<file path="src/rtl/task_sched_pkg.sv">
// task_sched_pkg: FSM state enum, status codes and status-word packing shared by task_scheduler
package task_sched_pkg;
  typedef enum logic [2:0] {IDLE, DISPATCH, DROP, WAIT, STATUS} state_e;
  localparam logic [7:0] CODE_OK       = 8'd0;
  localparam logic [7:0] CODE_BAD_ID   = 8'd1;
  localparam logic [7:0] CODE_TIMEOUT  = 8'd2;
  localparam logic [7:0] CODE_BAD_LEN  = 8'd3;
  localparam logic [7:0] CODE_OVERFLOW = 8'd4;
  localparam logic [7:0] STATUS_MAGIC  = 8'hA5;
  function automatic logic [31:0] pack_status(input logic [7:0] id, input logic [7:0] code, input logic [7:0] cnt);
    return {STATUS_MAGIC, id, code, cnt};
  endfunction
endpackage

</file>
<file path="src/rtl/task_scheduler_fifo.sv">
// result_fifo: sync FIFO (clk, rst, push/din in, pop in, dout/full/empty out), head read from the register array, push+pop allowed when full
module result_fifo #(
  parameter int W = 32,
  parameter int DEPTH = 16
) (
  input  logic         clk,
  input  logic         rst,
  input  logic         push,
  input  logic [W-1:0] din,
  input  logic         pop,
  output logic [W-1:0] dout,
  output logic         full,
  output logic         empty
);
  localparam int AW = $clog2(DEPTH);
  logic [W-1:0] mem_q [DEPTH];
  logic [AW:0] wr_q, rd_q;
  assign empty = wr_q == rd_q;
  assign full = (wr_q[AW] != rd_q[AW]) && (wr_q[AW-1:0] == rd_q[AW-1:0]);
  assign dout = mem_q[rd_q[AW-1:0]];
  always_ff @(posedge clk) begin
    if (rst) begin
      wr_q <= '0;
      rd_q <= '0;
    end else begin
      if (push) begin
        mem_q[wr_q[AW-1:0]] <= din;
        wr_q <= wr_q + (AW+1)'(1);
      end
      if (pop) rd_q <= rd_q + (AW+1)'(1);
    end
  end
endmodule

</file>
<file path="src/rtl/task_scheduler.sv">
// task_scheduler: request framer (i_valid/i_first/i_last/i_data -> o_ready) to one-hot task bus (o_task_*), task results (i_task_*) buffered to TX (o_valid/o_last/o_data <- i_ready) plus status word; o_busy, sticky o_err
module task_scheduler
  import task_sched_pkg::*;
#(
  parameter int N_TASKS = 16,
  parameter int TASK_INPUT_WIDTH = 32,
  parameter int TASK_OUTPUT_WIDTH = 32,
  parameter int FIFO_DEPTH = 16,
  parameter int TIMEOUT_CYCLES = 65536
) (
  input  logic                                 i_clk,
  input  logic                                 i_rst,
  input  logic                                 i_valid,
  input  logic                                 i_first,
  input  logic                                 i_last,
  input  logic [TASK_INPUT_WIDTH-1:0]          i_data,
  output logic                                 o_ready,
  output logic [N_TASKS-1:0]                   o_task_valid,
  output logic                                 o_task_first,
  output logic                                 o_task_last,
  output logic [TASK_INPUT_WIDTH-1:0]          o_task_data,
  input  logic [N_TASKS-1:0]                   i_task_valid,
  input  logic [N_TASKS-1:0]                   i_task_last,
  input  logic [N_TASKS*TASK_OUTPUT_WIDTH-1:0] i_task_data,
  output logic                                 o_valid,
  output logic                                 o_last,
  output logic [TASK_OUTPUT_WIDTH-1:0]         o_data,
  input  logic                                 i_ready,
  output logic                                 o_busy,
  output logic                                 o_err
);
  localparam int OW = TASK_OUTPUT_WIDTH;
  localparam int IW = N_TASKS > 1 ? $clog2(N_TASKS) : 1;
  localparam int CW = $clog2(TIMEOUT_CYCLES + 1);
  state_e state_q, state_d;
  logic [7:0] id_q, id_d, code_q, code_d, cnt_q, cnt_d, fcode;
  logic ovf_q, ovf_d, done_q, done_d, err_q, err_d, first_q, first_d;
  logic [CW-1:0] tmo_q, tmo_d;
  logic [N_TASKS-1:0] tv_q, tv_d;
  logic tf_q, tf_d, tl_q, tl_d;
  logic [TASK_INPUT_WIDTH-1:0] td_q, td_d;
  logic [IW-1:0] idx;
  logic acc, cap, cap_last, push, pop, full, empty, stat;
  logic [OW-1:0] head;
  assign idx = id_q[IW-1:0];
  assign o_ready = !i_rst && (state_q == IDLE || state_q == DISPATCH || state_q == DROP);
  assign acc = i_valid && o_ready;
  assign cap = (state_q == DISPATCH || state_q == WAIT) && i_task_valid[idx];
  assign cap_last = cap && i_task_last[idx];
  assign stat = state_q == STATUS && empty;
  assign pop = !empty && i_ready;
  assign push = cap && (!full || pop);
  assign fcode = code_q != CODE_OK ? code_q : ovf_q ? CODE_OVERFLOW : CODE_OK;
  assign o_valid = !empty || stat;
  assign o_last = stat;
  assign o_data = stat ? OW'(pack_status(id_q, fcode, cnt_q)) : empty ? '0 : head;
  assign o_busy = state_q != IDLE;
  assign o_err = err_q;
  assign o_task_valid = tv_q;
  assign o_task_first = tf_q;
  assign o_task_last = tl_q;
  assign o_task_data = td_q;
  result_fifo #(.W(OW), .DEPTH(FIFO_DEPTH)) u_fifo (
    .clk(i_clk), .rst(i_rst), .push(push), .din(i_task_data[idx*OW +: OW]),
    .pop(pop), .dout(head), .full(full), .empty(empty)
  );
  always_comb begin
    state_d = state_q;
    id_d = id_q;
    code_d = code_q;
    cnt_d = push ? cnt_q + 8'd1 : cnt_q;
    ovf_d = ovf_q | (cap && !push);
    done_d = done_q | cap_last;
    err_d = err_q | (stat && fcode != CODE_OK);
    first_d = first_q;
    tmo_d = (state_q == WAIT && !cap) ? tmo_q + CW'(1) : '0;
    tv_d = '0;
    tf_d = 1'b0;
    tl_d = 1'b0;
    td_d = td_q;
    case (state_q)
      IDLE: if (acc) begin
        if (!i_first) err_d = 1'b1;
        else begin
          id_d = i_data[7:0];
          code_d = CODE_OK;
          cnt_d = '0;
          ovf_d = 1'b0;
          done_d = 1'b0;
          first_d = 1'b1;
          if ({24'd0, i_data[7:0]} >= 32'(N_TASKS)) begin
            code_d = CODE_BAD_ID;
            state_d = i_last ? STATUS : DROP;
          end else if (i_last) begin
            code_d = CODE_BAD_LEN;
            state_d = STATUS;
          end else state_d = DISPATCH;
        end
      end
      DISPATCH: if (acc) begin
        tv_d = N_TASKS'(1) << idx;
        tf_d = first_q;
        tl_d = i_last;
        td_d = i_data;
        first_d = 1'b0;
        if (i_last) state_d = WAIT;
      end
      DROP: if (acc && i_last) state_d = STATUS;
      WAIT: if (done_q || cap_last) state_d = STATUS;
        else if (!cap && tmo_q == CW'(TIMEOUT_CYCLES - 1)) begin
          code_d = CODE_TIMEOUT;
          state_d = STATUS;
        end
      STATUS: if (stat && i_ready) state_d = IDLE;
      default: state_d = IDLE;
    endcase
  end
  always_ff @(posedge i_clk) begin
    if (i_rst) begin
      state_q <= IDLE;
      id_q <= '0;
      code_q <= '0;
      cnt_q <= '0;
      ovf_q <= 1'b0;
      done_q <= 1'b0;
      err_q <= 1'b0;
      first_q <= 1'b0;
      tmo_q <= '0;
      tv_q <= '0;
      tf_q <= 1'b0;
      tl_q <= 1'b0;
      td_q <= '0;
    end else begin
      state_q <= state_d;
      id_q <= id_d;
      code_q <= code_d;
      cnt_q <= cnt_d;
      ovf_q <= ovf_d;
      done_q <= done_d;
      err_q <= err_d;
      first_q <= first_d;
      tmo_q <= tmo_d;
      tv_q <= tv_d;
      tf_q <= tf_d;
      tl_q <= tl_d;
      td_q <= td_d;
    end
  end
endmodule

</file>
<file path="config.mk">
export PLATFORM = sky130hd
export DESIGN_NAME = task_scheduler
export DESIGN_NICKNAME = d
export VERILOG_FILES = /design/src/rtl/task_sched_pkg.sv /design/src/rtl/task_scheduler_fifo.sv /design/src/rtl/task_scheduler.sv
export SDC_FILE = /design/constraint.sdc
export NUM_CORES = 1
export LEC_CHECK = 0
export ABC_AREA = 0
export CORE_AREA = 2 2 262 264
export DETAILED_ROUTE_END_ITERATION = 6
export DIE_AREA = 0 0 264 266
export GPL_ROUTABILITY_DRIVEN = 0
export PLACE_DENSITY = 0.69
export SLEW_MARGIN = 25
export SYNTH_ARGS = -nofsm -noshare
export SYNTH_HDL_FRONTEND = slang
export SYNTH_SLANG_ARGS = --single-unit
</file>
<file path="constraint.sdc">
create_clock -name i_clk -period 6.4 [get_ports i_clk]
set_input_delay 1.92 -clock i_clk [delete_from_list [all_inputs] [get_ports i_clk]]
set_output_delay 1.92 -clock i_clk [all_outputs]
set_load 0.01 [all_outputs]
</file>
### After elaboration in Yosys (flattened, before gate mapping)

Memories as Yosys holds them, arrays and structs flattened. A register that Yosys moved wholly into a read port is not among the register bits.
Cells that the tools add are included.

| cells by class | value |
|---|---|
| mux-type cells | 49 |
| add/sub/neg operators | 4 |
| shift-type cells | 2 |
| multiply operators | 0 |
| reduce and logical (&&, ||, !) cells | 38 |
| equality and inequality tests | 17 |
| divide/modulo/power cells | 0 |
| $lt $le $gt $ge | 2 |
| bitwise gates (word level) | 6 |

Operator list:

| operator | count |
|---|---|
| 512-bit by 10-bit indexed part select with 32-bit output | 1 |
| 8-bit 2-to-1 mux | 9 |
| 32-bit 2-to-1 mux | 2 |
| 3-bit 2-to-1 mux | 12 |
| 17-bit by 1-bit adder with 17-bit output, second input constant | 1 |
| 17-bit by 16-bit == test with 1-bit output, second input constant | 1 |
| 1-bit 2-to-1 mux | 17 |
| 8-bit one-hot mux with 2 select lines | 1 |
| 8-bit nonzero test | 2 |
| 1-bit by 4-bit left shift with 16-bit output, first input constant | 1 |
| 3-bit one-hot mux with 5 select lines | 1 |
| 1-bit logical AND | 14 |
| 5-bit by 1-bit adder with 5-bit output, second input constant | 2 |
| 2-bit != test, second input constant | 5 |
| 8-bit by 1-bit adder with 8-bit output, second input constant | 1 |
| 1-bit binary-select mux with 4-bit select | 2 |
| 8-bit by 5-bit >= comparator with 1-bit output, second input constant | 1 |
| 4-bit 2-to-1 mux | 2 |
| 7-bit AND reduction | 1 |
| 3-bit by 2-bit == test with 1-bit output, second input constant | 2 |
| 1-bit logical OR | 6 |
| 2-bit by 1-bit != test with 1-bit output, second input constant | 3 |
| 5-bit == test | 1 |
| 1-bit zero test | 5 |
| 19 further kinds | 25 |

| storage, ports and cells | value |
|---|---|
| memories kept | 1 |
| memory bits (writable) | 512 |
| output and inout bits | 87 |
| register bits after elaboration | 108 |
| ROM bits | 0 |
| bits in latches | 0 |
| bits of input ports | 582 |
| word-level logic and storage cells | 134 |

Memories:

| memory | words | bits a word | rd ports | clocked after memory_dff | write ports | line | source |
|---|---|---|---|---|---|---|---|
| u_fifo.mem_q | 16 | 32 | 1 | 1 | 1 | task_scheduler_fifo.sv:16 | `logic [W-1:0] mem_q [DEPTH];` |

### Longest topological paths before layout

Gate-level depths: netlist (run 1).

| logic depth | value |
|---|---|
| word-level depth | 11 |
| mapped depth | 8 |
| depth with buffers taken out | 8 |

### By module

From an unflattened synthesis (run 1), not the netlist that was laid out.

| unflattened totals | value |
|---|---|
| cell total of the unflattened synthesis | 1603 |
| area total of the unflattened synthesis | 27740.4 µm² |

By module, submodules not included:

| module | area each (µm²) | instances | seq. area each (µm²) | cells an instance |
|---|---|---|---|---|
| result_fifo | 19821.5 | 1 | 15655.0 | 868 |
| task_scheduler | 7918.8 | 1 | 1841.8 | 735 |

### Least setup slack after synthesis (run 1)

No wires, ideal clock.

| path | value |
|---|---|
| path kind | input port to flip-flop |
| start point | input i_task_valid[7] |
| end point | memory u_fifo.mem_q[3][0], enable pin |
| buffers on the path | 0 |
| arrival time | 5.141 ns |
| path slack | 0.798 ns |
| data required time | 5.939 ns |
| stages | 6 |
| library setup time | 0.461 ns |
| cell sequence | mux2i_1 -> a221oi_2 -> nand2_2 -> a211oi_2 -> nand3_1 -> nor3_1 |

| on the way | value |
|---|---|
| cells in the longest elaborated chain, start to end | 7 |

RTL lines:

| item | line | source |
|---|---|---|
| from (decl) | task_scheduler.sv:22 | `input logic [N_TASKS-1:0] i_task_valid,` |
| 1-bit binary-select mux with 4-bit select | task_scheduler.sv:48 | `assign cap = (state_q == DISPATCH \|\| state_q == WAIT) && i_task_valid[idx];` |
| 1-bit 2-to-1 mux (implied by the code) | task_scheduler.sv:48 |  |
| 1-bit logical AND | task_scheduler.sv:48 |  |
| 1-bit logical AND | task_scheduler.sv:52 | `assign push = cap && (!full \|\| pop);` |
| 1-bit 2-to-1 mux | task_scheduler_fifo.sv:26 | `if (push) begin` |
| 1-bit 2-to-1 mux | task_scheduler_fifo.sv:22 | `if (rst) begin` |
| 1-bit 2-to-1 mux (implied by the code) | task_scheduler_fifo.sv:27 | `mem_q[wr_q[AW-1:0]] <= din;` |
| to (decl) | task_scheduler_fifo.sv:16 |  |

No other way between the ends. The select of a mux whose other input is x is not followed.

### Worst setup path in the final report (run 1)

| path | value |
|---|---|
| start point | register u_fifo.wr_q[4] |
| end point | output o_data[23] |

| on the way | value |
|---|---|
| cells in the longest elaborated chain, start to end | 3 |
| elaborated cells on any way between the ends | 4 |
| classes of those cells | eq/ne (1); mux (2); reduce/logical (1) |

RTL lines:

| item | line | source |
|---|---|---|
| from (decl) | task_scheduler_fifo.sv:17 | `logic [AW:0] wr_q, rd_q;` |
| from (signal assigned) | task_scheduler_fifo.sv:28 | `wr_q <= wr_q + (AW+1)'(1);` |
| 5-bit == test (*) | task_scheduler_fifo.sv:18 | `assign empty = wr_q == rd_q;` |
| 32-bit 2-to-1 mux or 1-bit logical AND (tied branches) | task_scheduler.sv:56, task_scheduler.sv:50 |  |
| 32-bit 2-to-1 mux (*) | task_scheduler.sv:56 | `assign o_data = stat ? OW'(pack_status(id_q, fcode, cnt_q)) : empty ? '0 : head;` |
| to (decl) | task_scheduler.sv:27 | `output logic [TASK_OUTPUT_WIDTH-1:0] o_data,` |

Every way passes the cells marked *; elsewhere a longest branch is shown, timed or not.

==> summary.txt, run 1 <==
Floorplan
  – Placeable Area: 67700 um2
  – Die boundary width: ~260 um
  – Die ar.: 70200 um2
  – Std-Cell Rows: 96
  – Effective utilization at floorplan: 41.4%
  – Die Span Y: about 270 um
  – Top-Level Pins: 669

STA
  – Headroom to the max-slew limit: about a third
  – Fin crit period: 5.73 ns
  – RSZ-0062 raised after global routing: false
  – Summed negative setup slack over all endpoints: 0 ns
  – Worst Clk Skew: 0.0339 ns
  – Final Hold Viols: 0
  – Final clock period utilization by the worst path: 89.5%
  – Count of pins over their slew limit: 0
  – Transition time of the tightest slew-check pin: 1.01 ns
  – Total setup violations reported at the end of the flow: 0
  – Highest achievable clock rate: 175 MHz
  – Worst hold margin: ~0.46 ns

Place
  – Standard cell area after detailed placement: 35800 um2
  – Number of buffers added on ports: ~670
  – DP Wirelength: 82.9 mm

Global route
  – Number of global-route vias before repair: 19241
  – First-pass GRT wire length: between 150 and 200 mm
  – Number of antenna violations at the first check in global routing: 46
  – Aggregate global routing overflow: 0
  – Maximum number of pins on one net before global-route repair: 81
  – GR Util All Layers: 31.4%

Clock network
  – TritonCTS sink count: a little over 600
  – H-tree depth reported by CTS: 2
  – Insertion delay of the later-clocked pin in the worst-skew pair: 0.62 ns
  – Root buffer cell: clkbuf_16
  – CTS tree: built
  – Count of buffers added by post-CTS timing repair for setup: 0
  – # resized after CTS: 0
  – Inserted Clock Buffers: 59
  – Number of buffers on the longest clock path: 3
  – Cts-stage hold buffer count: 0
  – Clock slew seen by the registers of the worst setup and hold paths: 0.07 ns

Layout
  – Fraction of layout instances using a drive strength above 1: 20.1%
  – Number of nets in the layout: around 2800
  – Fillers: 5258
  – Total non-filler cell area in the finished layout: 37600 um2
  – Area growth, synth to finish: 34.1%

Power and ir drop
  – PwrDens: 228 nW/um2
  – Leakage: 11.7 nW
  – Overall power of the completed layout: about 8.6 mW
  – IR Drop Worst-Case VDD: 0.218 mV

Synth
  – Number of synthesized flops with an enable pin: 512
  – Synthesized cell area: 28100 um2
  – Synth Area per Inst: 17.6 um2
  – Unique masters post-synth: 55
  – Async set or reset register ratio after synthesis: 0%
  – Gate count of the mapped netlist: ~1600
  – Share of synthesized area occupied by flip-flops and latches: between 60 and 70%
  – #FFs+latches synth: 618
  – Post-Synthesis Net Count: 2184
  – Top_reg_cell synth: edfxtp_1
  – Count of yosys warnings during synthesis: 0

Setup path
  – Launching element type of the critical path: flop
  – Data arrival time of the worst path: around 3.8 ns
  – Required arrival time at the worst endpoint: 4.48 ns
  – Capturing element type of the critical path: primary output
  – Maximum fanout along the worst path: 48
  – Type of the worst setup path: reg -> out

Detailed routing
  – Routed Antenna Nets: 0
  – Vias post-DR: roughly 19000
  – Average routed wire per standard cell: 34.8 um
  – Ratio of routed vias to standard cells: approximately 6.1
  – Number of optimization iterations in the first detailed-route pass: 5
  – Total length of routed wires: 111 mm
  – Number of DRC markers after the initial detailed-route iteration: about 2400
  – DRC violations left: 0

Job
  – Maximum capacitance violations: 0

Worst hold path
  – Class of the tightest hold or removal check: reg -> reg

Status
  – Outcome: finished clean
-- cell usage in the layout, fill, tap and decap left out, drive strengths merged, types with 31 or more instances in the layout --
master | Yosys | final
clkdlybuf4s50 | 0 | 667
a21oi | 57 | 57
nor2 | 74 | 74
mux4 | 292 | 292
edfxtp | 512 | 512
nand2 | 92 | 92
dfxtp | 106 | 106
buf | 47 | 46
o21ai | 31 | 31
clkbuf | 69 | 78
mux2i | 53 | 53
-- critical path, stage by stage (launching register included) --
cell and delay (ns):
dfxtp_1 0.33, xnor2_1 0.53, inv_1 0.50, nor2_2 0.23
buf_4 0.54, nand3_1 0.23, o21ai_0 0.18, clkdlybuf4s50_1 0.61
-- synth_stat cells (3+ instances only) --
library cell  number  share of area, %
edfxtp_1         512                55
mux4_2           292                23
dfxtp_1          106               7.6
nand2_1           91               1.2
nor2_1            74              0.99
clkbuf_1          69              0.92
a21oi_1           57               1.0
mux2i_1           53               1.9
nand3_1           30              0.54
o21ai_0           30              0.54
a211oi_1          29              0.78
buf_2             28              0.50
nor2b_1           28              0.62
mux2_2            19              0.76
xnor2_1           19              0.59
buf_1             18              0.24
inv_1             15              0.20
nor3_1            15              0.27
nand4_1           11              0.25
and4_1            10              0.31
ha_1               8              0.36
xor2_1             8              0.25
and2_1             6              0.13
and3_1             5              0.11
a31o_2             4              0.12
a31oi_1            4             0.089
nand2b_1           4             0.089
nand3b_1           4              0.11
or3_1              4             0.089
a2111oi_0          3             0.094
and4b_1            3              0.11
or2_2              3             0.067
-- routing by layer --
layer	track usage [%]	part of all wire, %
met5	0	0.18
met4	9.92	2.7
met2	47.5	46
met3	12.7	14
met1	41.6	37
-- path summary, 6_finish.rpt --
check	startpoint	endpoint	slack [ns]	depth (start not counted)
setup / recovery	u_fifo.wr_q[4]	o_data[23]	0.67	7
hold reg to reg	first_q	first_q	0.46	2
hold / removal	first_q	first_q	0.46	2
setup reg to reg	id_q[1]	u_fifo.mem_q[15][17]	2.59	8
-- power by group --
part / switching, mW / internal, mW / leakage, nW
clock: 1.49 / 1.76 / 0.844
combinational: 0.399 / 0.489 / 5.38
sequential: 0.0171 / 4.43 / 5.46
-- sequential cells by signal (all words and copies together), names as in the netlist, named ones only --
| signal | count |
|---|---|
| cnt_q | 8 |
| code_q | 2 |
| done_q | 1 |
| first_q | 1 |
| id_q | 8 |
| o_err | 1 |
| o_task_data | 32 |
| o_task_first | 1 |
| o_task_last | 1 |
| o_task_valid | 16 |
| ovf_q | 1 |
| state_q | 3 |
| tmo_q | 17 |
| u_fifo.mem_q | 512 |
| u_fifo.rd_q | 5 |
| u_fifo.wr_q | 5 |
-- logic make-up (layout without fill, tap and decap cells) --
logic type	count (synthesis)	count (layout)	share of synthesized area [%]
DFF	618	618	62.4
muxes	364	364	26.1
and+or+nand+nor	296	296	5.10
AOI/OAI and AO/OA	149	149	3.34
buffers and inverters	132	838	1.92
xor gates and xnor gates	27	27	0.843
adders and majority gates	8	8	0.357
other	0	11	0
-- stage by stage --
step / util, % / instances / setup WS, ns
2_1_floorplan: - / 1594 / 0.798
3_3_place_gp: 52.9 / 3073 / 1.24
3_5_place_dp: 52.9 / 3073 / 1.14
4_1_cts: 55.5 / 3182 / 0.634
5_1_grt: 55.6 / 3192 / 0.473
6_report: 55.6 / 3193 / 0.674
-- final cells by class --
type                       count  area (um2)  share of cell area, %
antenna                       11        27.5                 0.0731
clock buffer                  78        1570                   4.17
clock inverter                31         198                  0.525
inverter                      16        60.1                  0.160
multi-input combinational    844       10100                   26.7
sequential                   618       17500                   46.6
tap                          882        1100                   2.93
timing repair buffer         713        7110                   18.9
Power figures use the tool's default switching activity.
==> run 2, diff against run 1 <==
--- a/config.mk
+++ b/config.mk
@@ -6,6 +6,7 @@
 export NUM_CORES = 1
 export LEC_CHECK = 0
 export ABC_AREA = 0
+export CAP_MARGIN = 40
 export CORE_AREA = 2 2 262 264
 export DETAILED_ROUTE_END_ITERATION = 6
 export DIE_AREA = 0 0 264 266
==> summary.txt, run 2 (synthesis results as in run 1) <==
Status
  – Outcome: finished clean

Global route
  – First-pass GRT wire length: 152 mm
  – Number of global-route vias before repair: 19293
  – GR Util All Layers: 31.4%
  – Number of antenna violations at the first check in global routing: 52
  – Aggregate global routing overflow: 0
  – Maximum number of pins on one net before global-route repair: 81

Layout
  – Area growth, synth to finish: 35.0%
  – Most common cell after layout, fill and taps aside: clkdlybuf4s50_1
  – Number of nets in the layout: about 2800
  – Total non-filler cell area in the finished layout: 37900 um2
  – Fillers: 5289
  – Flip-flop count of the largest register after layout: ~510
  – Most frequent cells in the layout: clkdlybuf4s50_1, edfxtp_1, mux4_2, dfxtp_1, nand2_1
  – Fraction of layout instances using a drive strength above 1: 20.8%

Clock network
  – # resized after CTS: 0
  – Number of buffers on the longest clock path: 3
  – Clock slew seen by the registers of the worst setup and hold paths: 0.06 ns
  – Inserted Clock Buffers: 59
  – Root buffer cell: clkbuf_16
  – TritonCTS sink count: 618
  – CTS tree: built
  – H-tree depth reported by CTS: 2
  – Insertion delay of the later-clocked pin in the worst-skew pair: 0.63 ns
  – Count of buffers added by post-CTS timing repair for setup: 0
  – Cts-stage hold buffer count: 0

Detailed routing
  – Met2 routed wirelength: 50.7 mm
  – M1 WL: 41.0 mm
  – Total length of routed wires: 111 mm
  – Routed Antenna Nets: 0
  – WL met3: 16.2 mm
  – Average routed wire per standard cell: about 35 um
  – Top metal layer carrying routed signals: met5
  – DRC violations left: 0
  – Number of DRC markers after the initial detailed-route iteration: 2497
  – Vias post-DR: 19288
  – Number of optimization iterations in the first detailed-route pass: 7
  – Ratio of routed vias to standard cells: 6.01

STA
  – Final clock period utilization by the worst path: approximately nine tenths
  – Headroom to the max-slew limit: between 40% and 50%
  – Fin crit period: 5.72 ns
  – Total setup violations reported at the end of the flow: 0
  – Summed negative setup slack over all endpoints: 0 ns
  – Final Hold Viols: 0
  – Transition time of the tightest slew-check pin: 0.874 ns
  – Worst Clk Skew: between 0.02 and 0.03 ns
  – Count of pins over their slew limit: 0
  – Highest achievable clock rate: 175 MHz
  – Post-route setup slack: 0.678 ns
  – RSZ-0062 raised after global routing: false

Power and ir drop
  – Part of the power in registers: between 50% and 60%
  – PwrDens: 230 nW/um2
  – Switching fraction of total power: about 22%
  – Clock Power Share: between 30% and 40%
  – Combinational Power Share: around a tenth
  – Internal power contribution: 6.76 mW
  – IR Drop Worst-Case VDD: between 0.2 and 0.25 mV
  – Net switching power: 1.95 mW
  – Leakage: ~12 nW

Floorplan
  – Std-Cell Rows: 96
  – Die ar.: between 70000 and 80000 um2
  – Effective utilization at floorplan: 41.4%
  – Top-Level Pins: 669
  – Die Span Y: between 200 and 300 um
  – Placeable Area: 67700 um2
  – Die boundary width: approximately 260 um

Setup path
  – Data arrival time of the worst path: 3.80 ns
  – Capturing element type of the critical path: primary output
  – Launching element type of the critical path: flop
  – Required arrival time at the worst endpoint: 4.48 ns
  – Path depth of the worst reg2reg path: 8
  – Type of the worst setup path: reg -> out
  – Maximum fanout along the worst path: 37
  – Beginning of the worst register-to-register path: id_q[1]

Place
  – Post-Place Worst Slack: about 1.2 ns
  – Number of buffers added on ports: around 670
  – DP Wirelength: between 80 and 90 mm
  – Standard cell area after detailed placement: 35900 um2

Worst hold path
  – Hold Crit Start: o_task_data[21]
  – Number of cells on the worst hold path: 2
  – Class of the tightest hold or removal check: reg -> reg

Job
  – Maximum capacitance violations: 0
run 2: critical path, stage by stage (launching register included):
cell	delay [ns]
dfxtp_4	0.85
buf_4	0.43
mux4_2	0.56
mux4_2	0.49
o21ai_0	0.15
nand2_1	0.12
clkdlybuf4s50_1	0.55
run 2: path summary, 6_finish.rpt:
kind | slack [ns] | end
worst min-delay path | 0.46 | o_task_data[21]
worst max register to register | 2.61 | u_fifo.mem_q[15][14]
worst max-delay path | 0.68 | o_data[26]
worst min register to register | 0.46 | o_task_data[21]
run 2: layer usage:
| layer | up-vias | global-route usage [%] |
|---|---|---|
| met5 | - | 0 |
| met4 | 32 | 9.80 |
| met3 | 161 | 13.9 |
| met2 | 1357 | 47.3 |
| met1 | 9834 | 41.1 |
| li1 | 7904 | - |
run 2: per-stage QoR:
| stage | utilization (%) | power [mW] | hold WS, ns | instances |
|---|---|---|---|---|
| after floorplan | - | 4.82 | 0.430 | 1594 |
| after global placement | 52.9 | 5.39 | 0.440 | 3073 |
| after detailed placement | 53.0 | 5.41 | 0.444 | 3076 |
| after CTS | 55.8 | 8.73 | 0.455 | 3188 |
| after global routing | 55.9 | 8.93 | 0.479 | 3203 |
| final | 55.9 | 8.71 | 0.455 | 3209 |
run 2: power by group through the flow:
stage                     clock (mW)  sequential, mW  combinational [mW]
final                           3.38            4.44               0.889
after global routing            3.56            4.44               0.926
after CTS                       3.40            4.44               0.881
after detailed placement           0            4.53               0.877
after global placement             0            4.53               0.858
after floorplan                    0            4.52               0.301
run 2: area by class of cell:
type	count	area [um2]	area share [%]
Multi-Input combinational cell	844	10100	26.5
Clock inverter	27	195	0.515
Tap cell	882	1100	2.91
Clock buffer	85	1690	4.45
Antenna cell	18	45.0	0.119
Timing Repair Buffer	719	7220	19.1
Sequential cell	618	17500	46.3
Inverter	16	60.1	0.159
